**src/rtl/alu_arbiter.sv**
```systemverilog
// alu_arbiter: round-robin sharing of one multi-cycle alu among NumReq requesters
module alu_arbiter #(
  parameter int NumReq = 2,
  parameter int CountW = 16,
  parameter int NumW = 16,
  parameter int OpW = 2,
  localparam int ReqIdxW = $clog2(NumReq)
) (
  input  logic                             clk_i,
  input  logic                             rst_ni,
  input  logic [NumReq-1:0][NumW-1:0]      req_left_i,
  input  logic [NumReq-1:0][NumW-1:0]      req_right_i,
  input  logic [NumReq-1:0][OpW-1:0]       req_op_i,
  input  logic [NumReq-1:0]                req_in_valid_i,
  output logic [NumReq-1:0]                req_in_ready_o,
  output logic [NumReq-1:0][NumW-1:0]      req_result_o,
  output logic [NumReq-1:0]                req_out_valid_o,
  input  logic [NumReq-1:0]                req_out_ready_i,
  output logic [NumW-1:0]                  alu_left_o,
  output logic [NumW-1:0]                  alu_right_o,
  output logic [OpW-1:0]                   alu_op_o,
  output logic                             alu_in_valid_o,
  input  logic                             alu_in_ready_i,
  input  logic [NumW-1:0]                  alu_result_i,
  input  logic                             alu_out_valid_i,
  output logic                             alu_out_ready_o,
  output logic                             busy_o,
  output logic [ReqIdxW-1:0]               grant_o,
  output logic [NumReq-1:0][CountW-1:0]    done_count_o
);
  typedef enum logic [1:0] {IDLE, ISSUE, WAIT} state_t;
  state_t state_q, state_d;
  logic [ReqIdxW-1:0] grant_q, grant_d, last_q, cand;
  logic [NumReq-1:0][CountW-1:0] done_q;
  logic g_valid, done, issue, wait_st;

  assign g_valid = req_in_valid_i[grant_q];
  assign issue = state_q == ISSUE;
  assign wait_st = state_q == WAIT;
  assign done = wait_st && alu_out_valid_i && req_out_ready_i[grant_q];

  always_ff @(posedge clk_i or negedge rst_ni) begin
    if (!rst_ni) state_q <= IDLE;
    else state_q <= state_d;
  end

  always_ff @(posedge clk_i or negedge rst_ni) begin
    if (!rst_ni) begin
      grant_q <= '0;
      last_q <= ReqIdxW'(NumReq - 1);
      done_q <= '0;
    end else begin
      grant_q <= grant_d;
      if (done) begin
        last_q <= grant_q;
        if (done_q[grant_q] != '1) done_q[grant_q] <= done_q[grant_q] + CountW'(1);
      end
    end
  end

  always_comb begin
    grant_d = grant_q;
    cand = '0;
    if (state_q == IDLE)
      for (int k = NumReq; k >= 1; k--) begin
        cand = ReqIdxW'((int'(last_q) + k) % NumReq);
        if (req_in_valid_i[cand]) grant_d = cand;
      end
  end

  always_comb begin
    state_d = state_q == IDLE  ? (|req_in_valid_i ? ISSUE : IDLE)
            : state_q == ISSUE ? (!g_valid ? IDLE : alu_in_ready_i ? WAIT : ISSUE)
            : wait_st && !done ? WAIT : IDLE;
  end

  always_comb begin
    busy_o = state_q != IDLE;
    alu_left_o = state_q != IDLE ? req_left_i[grant_q] : '0;
    alu_right_o = state_q != IDLE ? req_right_i[grant_q] : '0;
    alu_op_o = state_q != IDLE ? req_op_i[grant_q] : '0;
    alu_in_valid_o = issue && g_valid;
    req_in_ready_o = issue && alu_in_ready_i ? NumReq'(1) << grant_q : '0;
    req_out_valid_o = wait_st && alu_out_valid_i ? NumReq'(1) << grant_q : '0;
    alu_out_ready_o = wait_st && req_out_ready_i[grant_q];
    req_result_o = {NumReq{alu_result_i}};
    grant_o = grant_q;
    done_count_o = done_q;
  end
endmodule
```
**config.mk**
```make
export PLATFORM = sky130hd
export DESIGN_NAME = alu_arbiter
export DESIGN_NICKNAME = d
export VERILOG_FILES = /design/src/rtl/alu_arbiter.sv
export SDC_FILE = /design/constraint.sdc
export NUM_CORES = 1
export LEC_CHECK = 0
export CAP_MARGIN = 15
export CORE_ASPECT_RATIO = 0.9
export CORE_UTILIZATION = 35
export DETAILED_ROUTE_END_ITERATION = 12
export PLACE_DENSITY = 0.87
export SETUP_SLACK_MARGIN = 0.2
export SLEW_MARGIN = 20
export SYNTH_ARGS = -nofsm -noshare
export SYNTH_HDL_FRONTEND = slang
export SYNTH_SLANG_ARGS = --single-unit
```
**constraint.sdc**
```tcl
create_clock -name clk_i -period 4.1 [get_ports clk_i]
set_clock_uncertainty 0.05 [all_clocks]
set_input_delay 0.82 -clock clk_i [delete_from_list [all_inputs] [get_ports clk_i]]
set_output_delay 0.82 -clock clk_i [all_outputs]
set_load 0.02 [all_outputs]
```
==> results of run 1 <==
==> stage by stage <==
stage          cell area, um2  utilization  hold slack [ns]  setup slack, ns
2_1_floorplan            2670            -            0.407             1.06
3_3_place_gp             4000        0.554            0.425            0.715
3_5_place_dp             4000        0.554            0.434            0.721
4_1_cts                  4100        0.567            0.445            0.621
5_1_grt                  4100        0.567            0.469            0.495
6_report                 4100        0.567            0.442            0.636
==> layer usage <==
layer,up-vias,GRT usage
li1,1197,-
met1,1167,0.281
met5,-,0
met2,110,0.314
met3,15,0.0511
met4,0,0.0615
==> cell families (layout without fill, tap and decap cells) <==
| logic type | after synthesis | after routing |
|---|---|---|
| simple gates | 105 | 105 |
| buf+inv | 51 | 165 |
| mux | 50 | 50 |
| flops | 36 | 36 |
| xor+xnor | 27 | 27 |
| compound gates | 18 | 18 |
| fa+ha+maj | 1 | 1 |
==> how the worst min path moves through the flow <==
stage	start	cells after the start	slack, ns	end
after floorplan	last_q$_DFFE_PN1P_	2	0.41	last_q$_DFFE_PN1P_
after global placement	last_q$_DFFE_PN1P_	2	0.43	last_q$_DFFE_PN1P_
after detailed placement	last_q$_DFFE_PN1P_	2	0.43	last_q$_DFFE_PN1P_
after CTS	last_q$_DFFE_PN1P_	2	0.45	last_q$_DFFE_PN1P_
after global routing	done_count_o[24]$_DFFE_PN0P_	1	0.47	done_count_o[24]$_DFFE_PN0P_
final	last_q$_DFFE_PN1P_	2	0.44	last_q$_DFFE_PN1P_
==> layout make-up <==
type	instances	area [um2]	share of cell area
tap	93	116	0.0284
clock buffer	6	82.6	0.0202
multi-input combinational	201	1440	0.352
timing repair buffer	154	1530	0.373
sequential	36	906	0.221
inverter	3	11.3	0.00275
clock inverter	2	10.0	0.00244
==> layout by cell type (no fill, tap or decap), types with 2 or more instances in the layout <==
cell	synthesis	routed
sky130_fd_sc_hd__xnor2_1	11	11
sky130_fd_sc_hd__xor2_1	16	16
sky130_fd_sc_hd__inv_1	3	3
sky130_fd_sc_hd__o21ai_0	5	5
sky130_fd_sc_hd__clkdlybuf4s50_1	0	149
sky130_fd_sc_hd__clkinv_2	0	2
sky130_fd_sc_hd__nor3_1	8	8
sky130_fd_sc_hd__nand2_1	12	12
sky130_fd_sc_hd__mux2_2	6	6
sky130_fd_sc_hd__nor2_2	1	2
sky130_fd_sc_hd__a21oi_1	2	2
sky130_fd_sc_hd__and3_1	2	2
sky130_fd_sc_hd__nand4_1	5	5
sky130_fd_sc_hd__a222oi_1	2	2
sky130_fd_sc_hd__clkbuf_8	0	6
sky130_fd_sc_hd__nand3_1	19	19
sky130_fd_sc_hd__nor2b_1	2	2
sky130_fd_sc_hd__dfrtp_1	35	34
sky130_fd_sc_hd__a31oi_1	2	2
sky130_fd_sc_hd__nand3b_1	4	4
sky130_fd_sc_hd__nand4b_1	4	4
sky130_fd_sc_hd__mux2_1	5	5
sky130_fd_sc_hd__mux2i_1	39	39
sky130_fd_sc_hd__buf_4	33	5
sky130_fd_sc_hd__nor2_1	38	37
==> report_power, final <==
part | total, mW | internal [mW] | switching, mW
clock | 0.265 | 0.134 | 0.131
sequential | 0.559 | 0.407 | 0.152
combinational | 1.36 | 0.677 | 0.680
total | 2.18 | 1.22 | 0.963
==> state kept, by name, summed over array words and instances (netlist names) <==
signal        count
state_q           2
done_count_o     32
grant_o           1
last_q            1
==> worst min-delay path, stage by stage (launching register included) <==
cell and delay, ns:
sky130_fd_sc_hd__dfstp_2 0.37, sky130_fd_sc_hd__nand2_1 0.05, sky130_fd_sc_hd__o21ai_0 0.07
==> report_table.html, run 1 <==
<table>
<tr><th>Metric</th><th>Value</th></tr>
<tr><th colspan="2">Synth</th></tr>
<tr><td>Compound-cell area share of the yosys netlist</td><td>0.0501</td></tr>
<tr><td>Number of flops mapped to enable cells by yosys</td><td>0</td></tr>
<tr><td>Primary FF master, synth</td><td>sky130_fd_sc_hd__dfrtp_1</td></tr>
<tr><td>Number of distinct library cell variants in the gate-level netlist after synthesis</td><td>45</td></tr>
<tr><td>Proportion of netlist area held by the largest area contributor</td><td>0.328</td></tr>
<tr><td>Ys async rst share</td><td>1.00</td></tr>
<tr><td>List of most frequent post-synthesis cells</td><td>sky130_fd_sc_hd__mux2i_1, sky130_fd_sc_hd__nor2_1, sky130_fd_sc_hd__dfrtp_1, sky130_fd_sc_hd__buf_4, sky130_fd_sc_hd__nand3_1</td></tr>
<tr><td>Library cell with the highest instance count after synthesis</td><td>sky130_fd_sc_hd__mux2i_1</td></tr>
<tr><td>Cells after Synth</td><td>around 290</td></tr>
<tr><td>Largest area contributor in the synthesized netlist</td><td>sky130_fd_sc_hd__dfrtp_1</td></tr>
<tr><td>Mux cell area share after synthesis</td><td>0.193</td></tr>
<tr><td>Cell area after synthesis</td><td>2670 um2</td></tr>
<tr><td>Mapped Nets</td><td>about 380</td></tr>
<tr><td>Main combinational cell family by area after synthesis</td><td>simple AND/OR/NAND/NOR gates</td></tr>
<tr><td>Sequential share of the synthesized area</td><td>0.338</td></tr>
<tr><td>Synthesis Warnings</td><td>0</td></tr>
<tr><td>Register bit count reported by yosys</td><td>36</td></tr>
<tr><td>Post-Synth XOR/XNOR Area</td><td>0.0885</td></tr>
<tr><td>Largest cells by area after synthesis</td><td>sky130_fd_sc_hd__dfrtp_1, sky130_fd_sc_hd__mux2i_1, sky130_fd_sc_hd__buf_4</td></tr>
<tr><td>Share of synthesized cell area in full adder, half adder and majority cells</td><td>0.00468</td></tr>
<tr><td>Post-synthesis area per instance</td><td>roughly 9.3 um2</td></tr>
<tr><td>Post-Synth Simple-Gate Area</td><td>0.203</td></tr>
<tr><th colspan="2">Route</th></tr>
<tr><td>Via density per instance</td><td>5.03</td></tr>
<tr><td>Routed metal-1 wirelength</td><td>~3.7 mm</td></tr>
<tr><td>Antenna Nets Post-Route</td><td>0</td></tr>
<tr><td>Met3 routed wirelength</td><td>roughly 660 um</td></tr>
<tr><td>Remaining design rule violation count</td><td>0</td></tr>
<tr><td>WL/cell</td><td>between 15 and 20 um</td></tr>
<tr><td>Total vias in the final route</td><td>around 2,500</td></tr>
<tr><td>Top routing layer used</td><td>met4</td></tr>
<tr><td>Post-Route WL</td><td>approximately 8.3 mm</td></tr>
<tr><td>Detailed route wirelength on metal2</td><td>3.77 mm</td></tr>
<tr><td>Total iterations of the first detailed-routing run</td><td>4</td></tr>
<tr><td>DRT iter0 DRCs</td><td>118</td></tr>
<tr><th colspan="2">Clock tree</th></tr>
<tr><td>Number of buffers inserted to repair setup after CTS</td><td>0</td></tr>
<tr><td>Clock-pin slew of the registers on the worst-case setup and hold paths</td><td>0.07 ns</td></tr>
<tr><td>Master cell of the clock root buffer</td><td>sky130_fd_sc_hd__clkbuf_8</td></tr>
<tr><td>Clock tree from TritonCTS</td><td>built</td></tr>
<tr><td>Later-pin clock latency in the skew report</td><td>about 0.29 ns</td></tr>
<tr><td># H-tree levels</td><td>2</td></tr>
<tr><td>Number of hold-repair buffers added at the cts stage</td><td>0</td></tr>
<tr><td>CTS resizes</td><td>0</td></tr>
<tr><td>Clock sink count</td><td>36</td></tr>
<tr><td>Maximum number of buffers from clock root to sink</td><td>2</td></tr>
<tr><td>Total clock buffers created by CTS</td><td>5</td></tr>
<tr><th colspan="2">Worst setup path</th></tr>
<tr><td>Crit path capture type</td><td>primary output</td></tr>
<tr><td>Worst setup path end</td><td>alu_right_o[15]</td></tr>
<tr><td>CP arrival</td><td>around 2.6 ns</td></tr>
<tr><td>Cell family with the largest share of critical-path delay</td><td>buffers and inverters</td></tr>
<tr><td>Highest cell delay on the worst timing path</td><td>approximately 0.9 ns</td></tr>
<tr><td>Worst R2R End</td><td>done_count_o[12]$_DFFE_PN0P_</td></tr>
<tr><td>Cells along the critical path</td><td>buf_4 -&gt; mux2i_1 -&gt; nor2_1 -&gt; clkdlybuf4s50_1</td></tr>
<tr><td>Setup slack of the most critical reg-to-reg path</td><td>0.76 ns</td></tr>
<tr><td>Category of the most critical setup path</td><td>register to primary output</td></tr>
<tr><td>Startpoint Class</td><td>register</td></tr>
<tr><td>Worst setup startpoint</td><td>grant_o$_DFFE_PN0P_</td></tr>
<tr><td>Combined buffer and inverter count along the critical path</td><td>2</td></tr>
<tr><td>Critical path fanouts, max</td><td>slightly above 60</td></tr>
<tr><td>Critical R2R Launch</td><td>grant_o$_DFFE_PN0P_</td></tr>
<tr><td>Slowest cell on the critical path</td><td>sky130_fd_sc_hd__dfrtp_4</td></tr>
<tr><td>Worst reg2reg path depth</td><td>5</td></tr>
<tr><td>Endpoint required time on the critical path</td><td>approximately 3.2 ns</td></tr>
<tr><td>Worst path depth</td><td>4</td></tr>
<tr><th colspan="2">Global route</th></tr>
<tr><td>Largest net degree at the start of global routing</td><td>between 60 and 70</td></tr>
<tr><td>GRT Residual Overflow</td><td>0</td></tr>
<tr><td>Number of global-route vias before repair</td><td>roughly 2,500</td></tr>
<tr><td>Wire length of the first global-routing pass</td><td>around 13 mm</td></tr>
<tr><td>Overall global routing resource usage</td><td>0.204</td></tr>
<tr><td>Antenna violations before repair</td><td>0</td></tr>
<tr><th colspan="2">Floorplan</th></tr>
<tr><td>IO Count</td><td>198</td></tr>
<tr><td>Standard cell core area</td><td>7220 um2</td></tr>
<tr><td>Starting density of the core</td><td>0.370</td></tr>
<tr><td>Die ar.</td><td>roughly 8000 um2</td></tr>
<tr><td>Row cnt</td><td>29</td></tr>
<tr><td>DIE WIDTH</td><td>between 90 and 100 um</td></tr>
<tr><td>Vert. Die Dim</td><td>approximately 85 um</td></tr>
<tr><th colspan="2">Run status</th></tr>
<tr><td>Result of the run</td><td>finished, final reports clean</td></tr>
<tr><th colspan="2">STA</th></tr>
<tr><td>Hold violation total from the final report</td><td>0</td></tr>
<tr><td>RSZ-0062 raised after global routing</td><td>false</td></tr>
<tr><td>Worst Tran Pin Value</td><td>0.959 ns</td></tr>
<tr><td>Fmax</td><td>just under 300 MHz</td></tr>
<tr><td>Final-report setup violation count</td><td>0</td></tr>
<tr><td>Number of slew-limit violations in the final report</td><td>0</td></tr>
<tr><td>Part of the cycle the worst path needs</td><td>0.845</td></tr>
<tr><td>Worst slew slack as a fraction of its limit</td><td>0.361</td></tr>
<tr><td>Min cycle time layout</td><td>~3.5 ns</td></tr>
<tr><td>Final TNS setup</td><td>0 ns</td></tr>
<tr><th colspan="2">Power and ir drop</th></tr>
<tr><td>Power density of the placed cells</td><td>between 500 and 600 nW/um2</td></tr>
<tr><td>Leakage</td><td>between 1.5 and 2 nW</td></tr>
<tr><td>Maximum resistive drop on vdd</td><td>about 0.4 mV</td></tr>
<tr><td>Total Power Consumption</td><td>2.18 mW</td></tr>
<tr><th colspan="2">Flow run</th></tr>
<tr><td>Maxcap violations</td><td>0</td></tr>
<tr><th colspan="2">Layout</th></tr>
<tr><td># nets final</td><td>slightly below 500</td></tr>
<tr><td>Final Non-Filler Cells</td><td>between 400 and 500</td></tr>
<tr><td>Number of antenna repair diodes</td><td>0</td></tr>
<tr><td>Number of fill cells in the layout</td><td>between 600 and 700</td></tr>
<tr><td>Fraction of layout cells with a size suffix above 1</td><td>0.0672</td></tr>
<tr><td>Area added between synthesis and finish</td><td>53.3%</td></tr>
<tr><th colspan="2">Hold path</th></tr>
<tr><td>Worst hold path type</td><td>register to register</td></tr>
<tr><th colspan="2">Place</th></tr>
<tr><td>Instance count after placement with tap cells included</td><td>487</td></tr>
<tr><td>Last weighted congestion value of the routability-driven placer</td><td>about 0.84</td></tr>
<tr><td>Port Buffers</td><td>149</td></tr>
<tr><td>Post-DP HPWL</td><td>roughly 6.5 mm</td></tr>
</table>
(Power assumes the default switching activity.)
==> run 2, diff against run 1 <==
==> constraint.sdc (replaced) <==
create_clock -name clk_i -period 3.3 [get_ports clk_i]
set_clock_uncertainty 0.05 [all_clocks]
set_input_delay 0.66 -clock clk_i [delete_from_list [all_inputs] [get_ports clk_i]]
set_output_delay 0.66 -clock clk_i [all_outputs]
set_load 0.02 [all_outputs]
==> run 2 against run 1 <==
  * Count of clock-buffer cells in the layout shrank 1
  * Cell count increased by 1.0%
  * Wire length fell by 0.96%
  * Sequential share of layout area decreased by 0.22 points
  * Critical path type is now input port to primary output
  * Critical endpoint is now alu_in_valid_o
  * Largest cell class unchanged
  * Highest routed layer unchanged
==> report_table.html, run 2 (synthesized netlist as in run 1, its figures left out) <==
<table>
<tr><th>Metric</th><th>Value</th></tr>
<tr><th colspan="2">Layout</th></tr>
<tr><td>Max FFs per register</td><td>32</td></tr>
<tr><td>Total area of multi-input combinational cells</td><td>roughly 1400 um2</td></tr>
<tr><td>Commonest non-fill, non-tap cell in the layout</td><td>sky130_fd_sc_hd__clkdlybuf4s50_1</td></tr>
<tr><td>Area added between synthesis and finish</td><td>54.9%</td></tr>
<tr><td>Number of antenna repair diodes</td><td>0</td></tr>
<tr><td>Area taken by flip-flops and latches</td><td>approximately 900 um2</td></tr>
<tr><td>Most used cells in the layout excluding fill and tap cells</td><td>sky130_fd_sc_hd__clkdlybuf4s50_1, sky130_fd_sc_hd__mux2i_1, sky130_fd_sc_hd__nor2_1</td></tr>
<tr><td>Number of fill cells in the layout</td><td>slightly above 600</td></tr>
<tr><td># nets final</td><td>~500</td></tr>
<tr><td>Fraction of layout cells with a size suffix above 1</td><td>0.0811</td></tr>
<tr><th colspan="2">Clock tree</th></tr>
<tr><td>Later-pin clock latency in the skew report</td><td>around 0.30 ns</td></tr>
<tr><td>Total clock buffers created by CTS</td><td>5</td></tr>
<tr><td>Clock tree from TritonCTS</td><td>built</td></tr>
<tr><td>Clock-pin slew of the registers on the worst-case setup and hold paths</td><td>around 0.080 ns</td></tr>
<tr><td>Clock sink count</td><td>36</td></tr>
<tr><td># H-tree levels</td><td>2</td></tr>
<tr><td>Number of hold-repair buffers added at the cts stage</td><td>0</td></tr>
<tr><td>Maximum number of buffers from clock root to sink</td><td>2</td></tr>
<tr><td>Master cell of the clock root buffer</td><td>sky130_fd_sc_hd__clkbuf_8</td></tr>
<tr><th colspan="2">Place</th></tr>
<tr><td>Last weighted congestion value of the routability-driven placer</td><td>0.858</td></tr>
<tr><td>Port Buffers</td><td>~150</td></tr>
<tr><td>Post-DP HPWL</td><td>approximately 6.6 mm</td></tr>
<tr><td>Placement-stage worst setup slack</td><td>~0.27 ns</td></tr>
<tr><th colspan="2">Floorplan</th></tr>
<tr><td>IO Count</td><td>roughly 200</td></tr>
<tr><td>Die ar.</td><td>between 7000 and 8000 um2</td></tr>
<tr><td>DIE WIDTH</td><td>~94 um</td></tr>
<tr><td>Standard cell core area</td><td>about 7200 um2</td></tr>
<tr><td>Vert. Die Dim</td><td>around 85 um</td></tr>
<tr><td>Starting density of the core</td><td>0.370</td></tr>
<tr><td>Row cnt</td><td>29</td></tr>
<tr><th colspan="2">STA</th></tr>
<tr><td>Final-report setup violation count</td><td>0</td></tr>
<tr><td>Final TNS setup</td><td>0 ns</td></tr>
<tr><td>Hold violation total from the final report</td><td>0</td></tr>
<tr><td>RSZ-0062 raised after global routing</td><td>false</td></tr>
<tr><td>Worst Tran Pin Value</td><td>roughly 0.66 ns</td></tr>
<tr><td>Worst slew slack as a fraction of its limit</td><td>0.559</td></tr>
<tr><td>Min cycle time layout</td><td>2.92 ns</td></tr>
<tr><td>Final worst slack</td><td>approximately 0.38 ns</td></tr>
<tr><td>Part of the cycle the worst path needs</td><td>0.885</td></tr>
<tr><td>Minimum hold slack</td><td>around 0.44 ns</td></tr>
<tr><td>Number of slew-limit violations in the final report</td><td>0</td></tr>
<tr><td>Fmax</td><td>about 340 MHz</td></tr>
<tr><th colspan="2">Global route</th></tr>
<tr><td>Global-route track usage on met3</td><td>0.0529</td></tr>
<tr><td>Largest net degree at the start of global routing</td><td>39</td></tr>
<tr><td>Met1 routing resource usage after global routing</td><td>0.285</td></tr>
<tr><td>Number of global-route vias before repair</td><td>around 2,400</td></tr>
<tr><td>Global route hottest layer</td><td>met2</td></tr>
<tr><td>Global Route met2 Usage</td><td>0.311</td></tr>
<tr><td>GRT Residual Overflow</td><td>0</td></tr>
<tr><td>Overall global routing resource usage</td><td>0.204</td></tr>
<tr><td>Antenna violations before repair</td><td>0</td></tr>
<tr><td>Wire length of the first global-routing pass</td><td>roughly 12 mm</td></tr>
<tr><th colspan="2">Worst setup path</th></tr>
<tr><td>Highest cell delay on the worst timing path</td><td>between 0.6 and 0.7 ns</td></tr>
<tr><td>Category of the most critical setup path</td><td>input port to primary output</td></tr>
<tr><td>Startpoint Class</td><td>input port</td></tr>
<tr><td>Critical path fanouts, max</td><td>4</td></tr>
<tr><td>Endpoint required time on the critical path</td><td>between 2 and 3 ns</td></tr>
<tr><td>Combined buffer and inverter count along the critical path</td><td>2</td></tr>
<tr><td>Cells along the critical path</td><td>clkdlybuf4s50_1 -&gt; mux2i_1 -&gt; nor3b_2 -&gt; clkdlybuf4s50_1</td></tr>
<tr><td>CP arrival</td><td>roughly 2.2 ns</td></tr>
<tr><td>Crit path capture type</td><td>primary output</td></tr>
<tr><td>Cell family with the largest share of critical-path delay</td><td>buffers and inverters</td></tr>
<tr><td>Most common cell on crit path</td><td>sky130_fd_sc_hd__clkdlybuf4s50_1</td></tr>
<tr><td>Slowest cell on the critical path</td><td>sky130_fd_sc_hd__clkdlybuf4s50_1</td></tr>
<tr><th colspan="2">Route</th></tr>
<tr><td>WL/cell</td><td>around 16 um</td></tr>
<tr><td>Remaining design rule violation count</td><td>0</td></tr>
<tr><td>DRT iter0 DRCs</td><td>about 110</td></tr>
<tr><td>Total iterations of the first detailed-routing run</td><td>4</td></tr>
<tr><td>Total vias in the final route</td><td>about 2,500</td></tr>
<tr><td>Via density per instance</td><td>about 5.0</td></tr>
<tr><td>Antenna Nets Post-Route</td><td>0</td></tr>
<tr><td>Post-Route WL</td><td>approximately 8.2 mm</td></tr>
<tr><th colspan="2">Power and ir drop</th></tr>
<tr><td>Leakage</td><td>1.85 nW</td></tr>
<tr><td>Maximum resistive drop on vdd</td><td>between 0.3 and 0.4 mV</td></tr>
<tr><td>Total Power Consumption</td><td>2.72 mW</td></tr>
<tr><td>Power density of the placed cells</td><td>658 nW/um2</td></tr>
<tr><th colspan="2">Hold path</th></tr>
<tr><td>Worst hold path type</td><td>register to register</td></tr>
<tr><th colspan="2">Run status</th></tr>
<tr><td>Result of the run</td><td>finished, final reports clean</td></tr>
<tr><th colspan="2">Flow run</th></tr>
<tr><td>Maxcap violations</td><td>0</td></tr>
</table>
run 2: cell types whose count changed in the layout (fill, tap and decap cells not counted):
cell | before | now
sky130_fd_sc_hd__buf_4 | 5 | 9
sky130_fd_sc_hd__clkinv_4 | 0 | 1
sky130_fd_sc_hd__clkbuf_8 | 6 | 5
sky130_fd_sc_hd__buf_6 | 0 | 1
sky130_fd_sc_hd__nor3b_2 | 0 | 1
sky130_fd_sc_hd__nor3b_1 | 1 | 0
run 2: layout make-up:
| class | instances | share of cell area |
|---|---|---|
| well taps | 93 | 0.0281 |
| clock buffers | 5 | 0.0166 |
| repair buffers | 159 | 0.379 |
| inverters | 3 | 0.00272 |
| flip-flops and latches | 36 | 0.219 |
| multi-input cells | 201 | 0.350 |
| clock inverters | 3 | 0.00454 |
run 2: path summary, 6_finish.rpt:
check	cells past startpoint	from	end	slack, ns
worst min-delay path	2	last_q$_DFFE_PN1P_	last_q$_DFFE_PN1P_	0.44
worst min register to register	2	last_q$_DFFE_PN1P_	last_q$_DFFE_PN1P_	0.44
worst max register to register	6	grant_o$_DFFE_PN0P_	done_count_o[1]$_DFFE_PN0P_	0.52
max in group asynchronous	2	rst_ni	done_count_o[30]$_DFFE_PN0P_	1.92
min in group asynchronous	1	rst_ni	done_count_o[3]$_DFFE_PN0P_	0.66
worst max-delay path	4	req_in_valid_i[1]	alu_in_valid_o	0.38
run 2: through the flow:
step / cells / area (um2) / util
6_report: 500 / 4140 / 0.573
5_1_grt: 500 / 4140 / 0.573
4_1_cts: 500 / 4130 / 0.572
3_5_place_dp: 492 / 4040 / 0.560
3_3_place_gp: 492 / 4040 / 0.560
2_1_floorplan: 288 / 2670 / -
run 2: layer usage:
metal	part of all wire	routed length, um
met5	0	0
met4	0.011	92
met3	0.084	685
met2	0.46	3740
met1	0.45	3660
run 2: worst reg2reg max path: stages (launching register included):
cell                       delay (ns)
sky130_fd_sc_hd__dfrtp_4         0.57
sky130_fd_sc_hd__buf_4           0.32
sky130_fd_sc_hd__mux2i_1         0.43
sky130_fd_sc_hd__a211oi_1        0.15
sky130_fd_sc_hd__a41o_1          0.43
sky130_fd_sc_hd__nor2_2          0.34
sky130_fd_sc_hd__mux2_1          0.37
run 2: repair_timing:
action                     CTS  global route
hold endpoints to repair     0             0
setup endpoints to repair    0             5
setup buffers                0             0
gates resized for setup      0             2
run 2: power by group:
| part | total (mW) | switching, mW | internal (mW) |
|---|---|---|---|
| Clock | 0.312 | 0.165 | 0.147 |
| Combinational | 1.79 | 0.931 | 0.860 |
| Sequential | 0.618 | 0.110 | 0.508 |
| Total | 2.72 | 1.21 | 1.51 |
==> patch: new RTL, config.mk and constraints of run 2 <==
Change the parameter `OpW` from 2 to 4.
--- a/src/rtl/alu_arbiter.sv
+++ b/src/rtl/alu_arbiter.sv
@@ -5,3 +5,3 @@
   parameter int NumW = 16,
-  parameter int OpW = 2,
+  parameter int OpW = 4,
   localparam int ReqIdxW = $clog2(NumReq)
Ports: changed (resized alu_op_o and req_op_i); port bits go from 198 to 204. No check against the original RTL was run, so the function may have changed too.
==> patch against run 2 <==
  * Global-route usage fell by 1.9 points
  * First-iteration DRC count did not move
  * Sequential share of layout area decreased by 1.5 points
  * Routed wire length grew 4.9%
  * Worst hold slack improved by 0.025 ns
  * Highest routed layer unchanged
  * Combinational power increased by 4%
  * Design area up 7.3%
  * Area after synthesis rose by 11%
  * Power increased by 4.1%
  * Sequential cell count did not move
  * Setup slack worse by 0.055 ns
  * Critical path depth up 1
  * Core utilization shrank 2.8 points
  * Register-to-register slack improved by 0.16 ns
==> patch: results (changes against run 2) <==
| Metric | Value |
|---|---|
| Worst path arrival time | `2.27 ns (was 2.21 ns)` |
| Drt pass-1 iters | `6 (was 4)` |
| Antenna cell count | `0 (unchanged)` |
| Worst path slowest cell | `dfrtp_4 (was clkdlybuf4s50_1)` |
| Vias in the first global route | `2514 (was 2386)` |
| Dpl cells | `522 (was 492)` |
| Via density | `5.02 (was 4.99)` |
| Mux contribution to synthesized area | `20.2% (was 19.3%)` |
| Gpl congestion | `0.848 (was 0.858)` |
| Rel. slew slack | `41.2% (was 55.9%)` |
| Post-Syn Nets | `408 (was 381)` |
| Clock Pin Slew Worst Setup and Hold Paths | `0.06 ns (was 0.08 ns)` |
| Max layer used | `met4 (unchanged)` |
| M1 wire length | `3610 um (was 3660 um)` |
| Final #Nets | `527 (was 499)` |
| Internal Pwr Total | `1.59 mW (was 1.51 mW)` |
| Max incr delay on CP | `0.63 ns (was 0.65 ns)` |
| Critical path fanouts, max | `45 (was 4)` |
| Routed len/inst | `16.2 um (was 16.4 um)` |
| Largest net degree at the start of global routing | `46 (was 39)` |
| Post-DP HPWL | `6880 um (was 6570 um)` |
| Synth cell types | `54 (was 45)` |
| Share of layout cells above drive strength 1 | `10.2% (was 8.11%)` |
| Final wirelength | `8580 um (was 8180 um)` |
| Pwr/cell area | `638 nW/um^2 (was 658 nW/um^2)` |
| Mean Syn Cell Area | `9.55 um^2 (was 9.28 um^2)` |
| Sequential power share | `23.2% (was 22.7%)` |
| Hold Crit Class | `reg -> reg (unchanged)` |
| Adder-cell share of the synthesized area | `0.421% (was 0.468%)` |
| Status | `finished, final reports clean (unchanged)` |
| LEAKAGE | `1.99 nW (was 1.85 nW)` |
| Post-synth top cells | `mux2i_1 (45), nor2_1 (43), dfrtp_1 (35) (was mux2i_1 (39), nor2_1 (38), dfrtp_1 (35))` |
| Compound-Gate Fraction of Synth Area | `6.32% (was 5.01%)` |
| DP Area | `4360 um^2 (was 4040 um^2)` |
| Pre-CTS WS | `0.425 ns (was 0.273 ns)` |
| XOR/XNOR share of the synthesized area | `6.19% (was 8.85%)` |
| Setup bufs post-CTS | `0 (unchanged)` |
| Initial antenna violation count | `0 (unchanged)` |
| Sequential fraction of the synthesis area | `30.4% (was 33.8%)` |
| Port-buffer cells | `155 (was 149)` |
| Clock group power | `0.301 mW (was 0.312 mW)` |
| VDD IR-drop max | `309 uV (was 398 uV)` |
| Met2 global-route usage | `30.7% (was 31.1%)` |
| GRT Util Overall | `18.5% (was 20.4%)` |
| Met3 WL | `613 um (was 685 um)` |
| Top area cells in the synthesized netlist | `dfrtp_1 (29%), mux2i_1 (15%), buf_4 (8.1%) (was dfrtp_1 (33%), mux2i_1 (15%), buf_4 (9.3%))` |
| WL met2 | `4260 um (was 3740 um)` |
| Global Route met1 Usage | `23.8% (was 28.5%)` |
| Wire length of the first global-routing pass | `12800 um (was 12500 um)` |
| GR Util met3 | `5.55% (was 5.29%)` |
-- patch: area by class of cell --
class | count | area (um^2)
timing repair buffer | 160 | 1600
clock buffer | 7 | 76.3
multi-input combinational | 220 | 1700
tap | 99 | 124
inverter | 7 | 26.3
fill | 707 | 3700
sequential | 36 | 906
clock inverter | 1 | 5.00
-- patch: final timing paths --
kind                                  startpoint          endpoint  slack [ns]  cells after the start
worst max-delay path                     grant_o    alu_in_valid_o        0.32                      5
worst min-delay path            done_count_o[27]  done_count_o[27]        0.46                      1
worst max register to register           grant_o  done_count_o[31]        0.68                      7
worst min register to register  done_count_o[27]  done_count_o[27]        0.46                      1
max in group asynchronous                 rst_ni   done_count_o[4]        1.62                      2
min in group asynchronous                 rst_ni  done_count_o[29]        0.82                      1
-- patch: critical path: cells and delay by family (launching register included) --
| family | cells | cell delay [ns] |
|---|---|---|
| buffers and inverters | 3 | 0.90 |
| DFF | 1 | 0.63 |
| muxes | 1 | 0.28 |
| and+or+nand+nor | 1 | 0.15 |
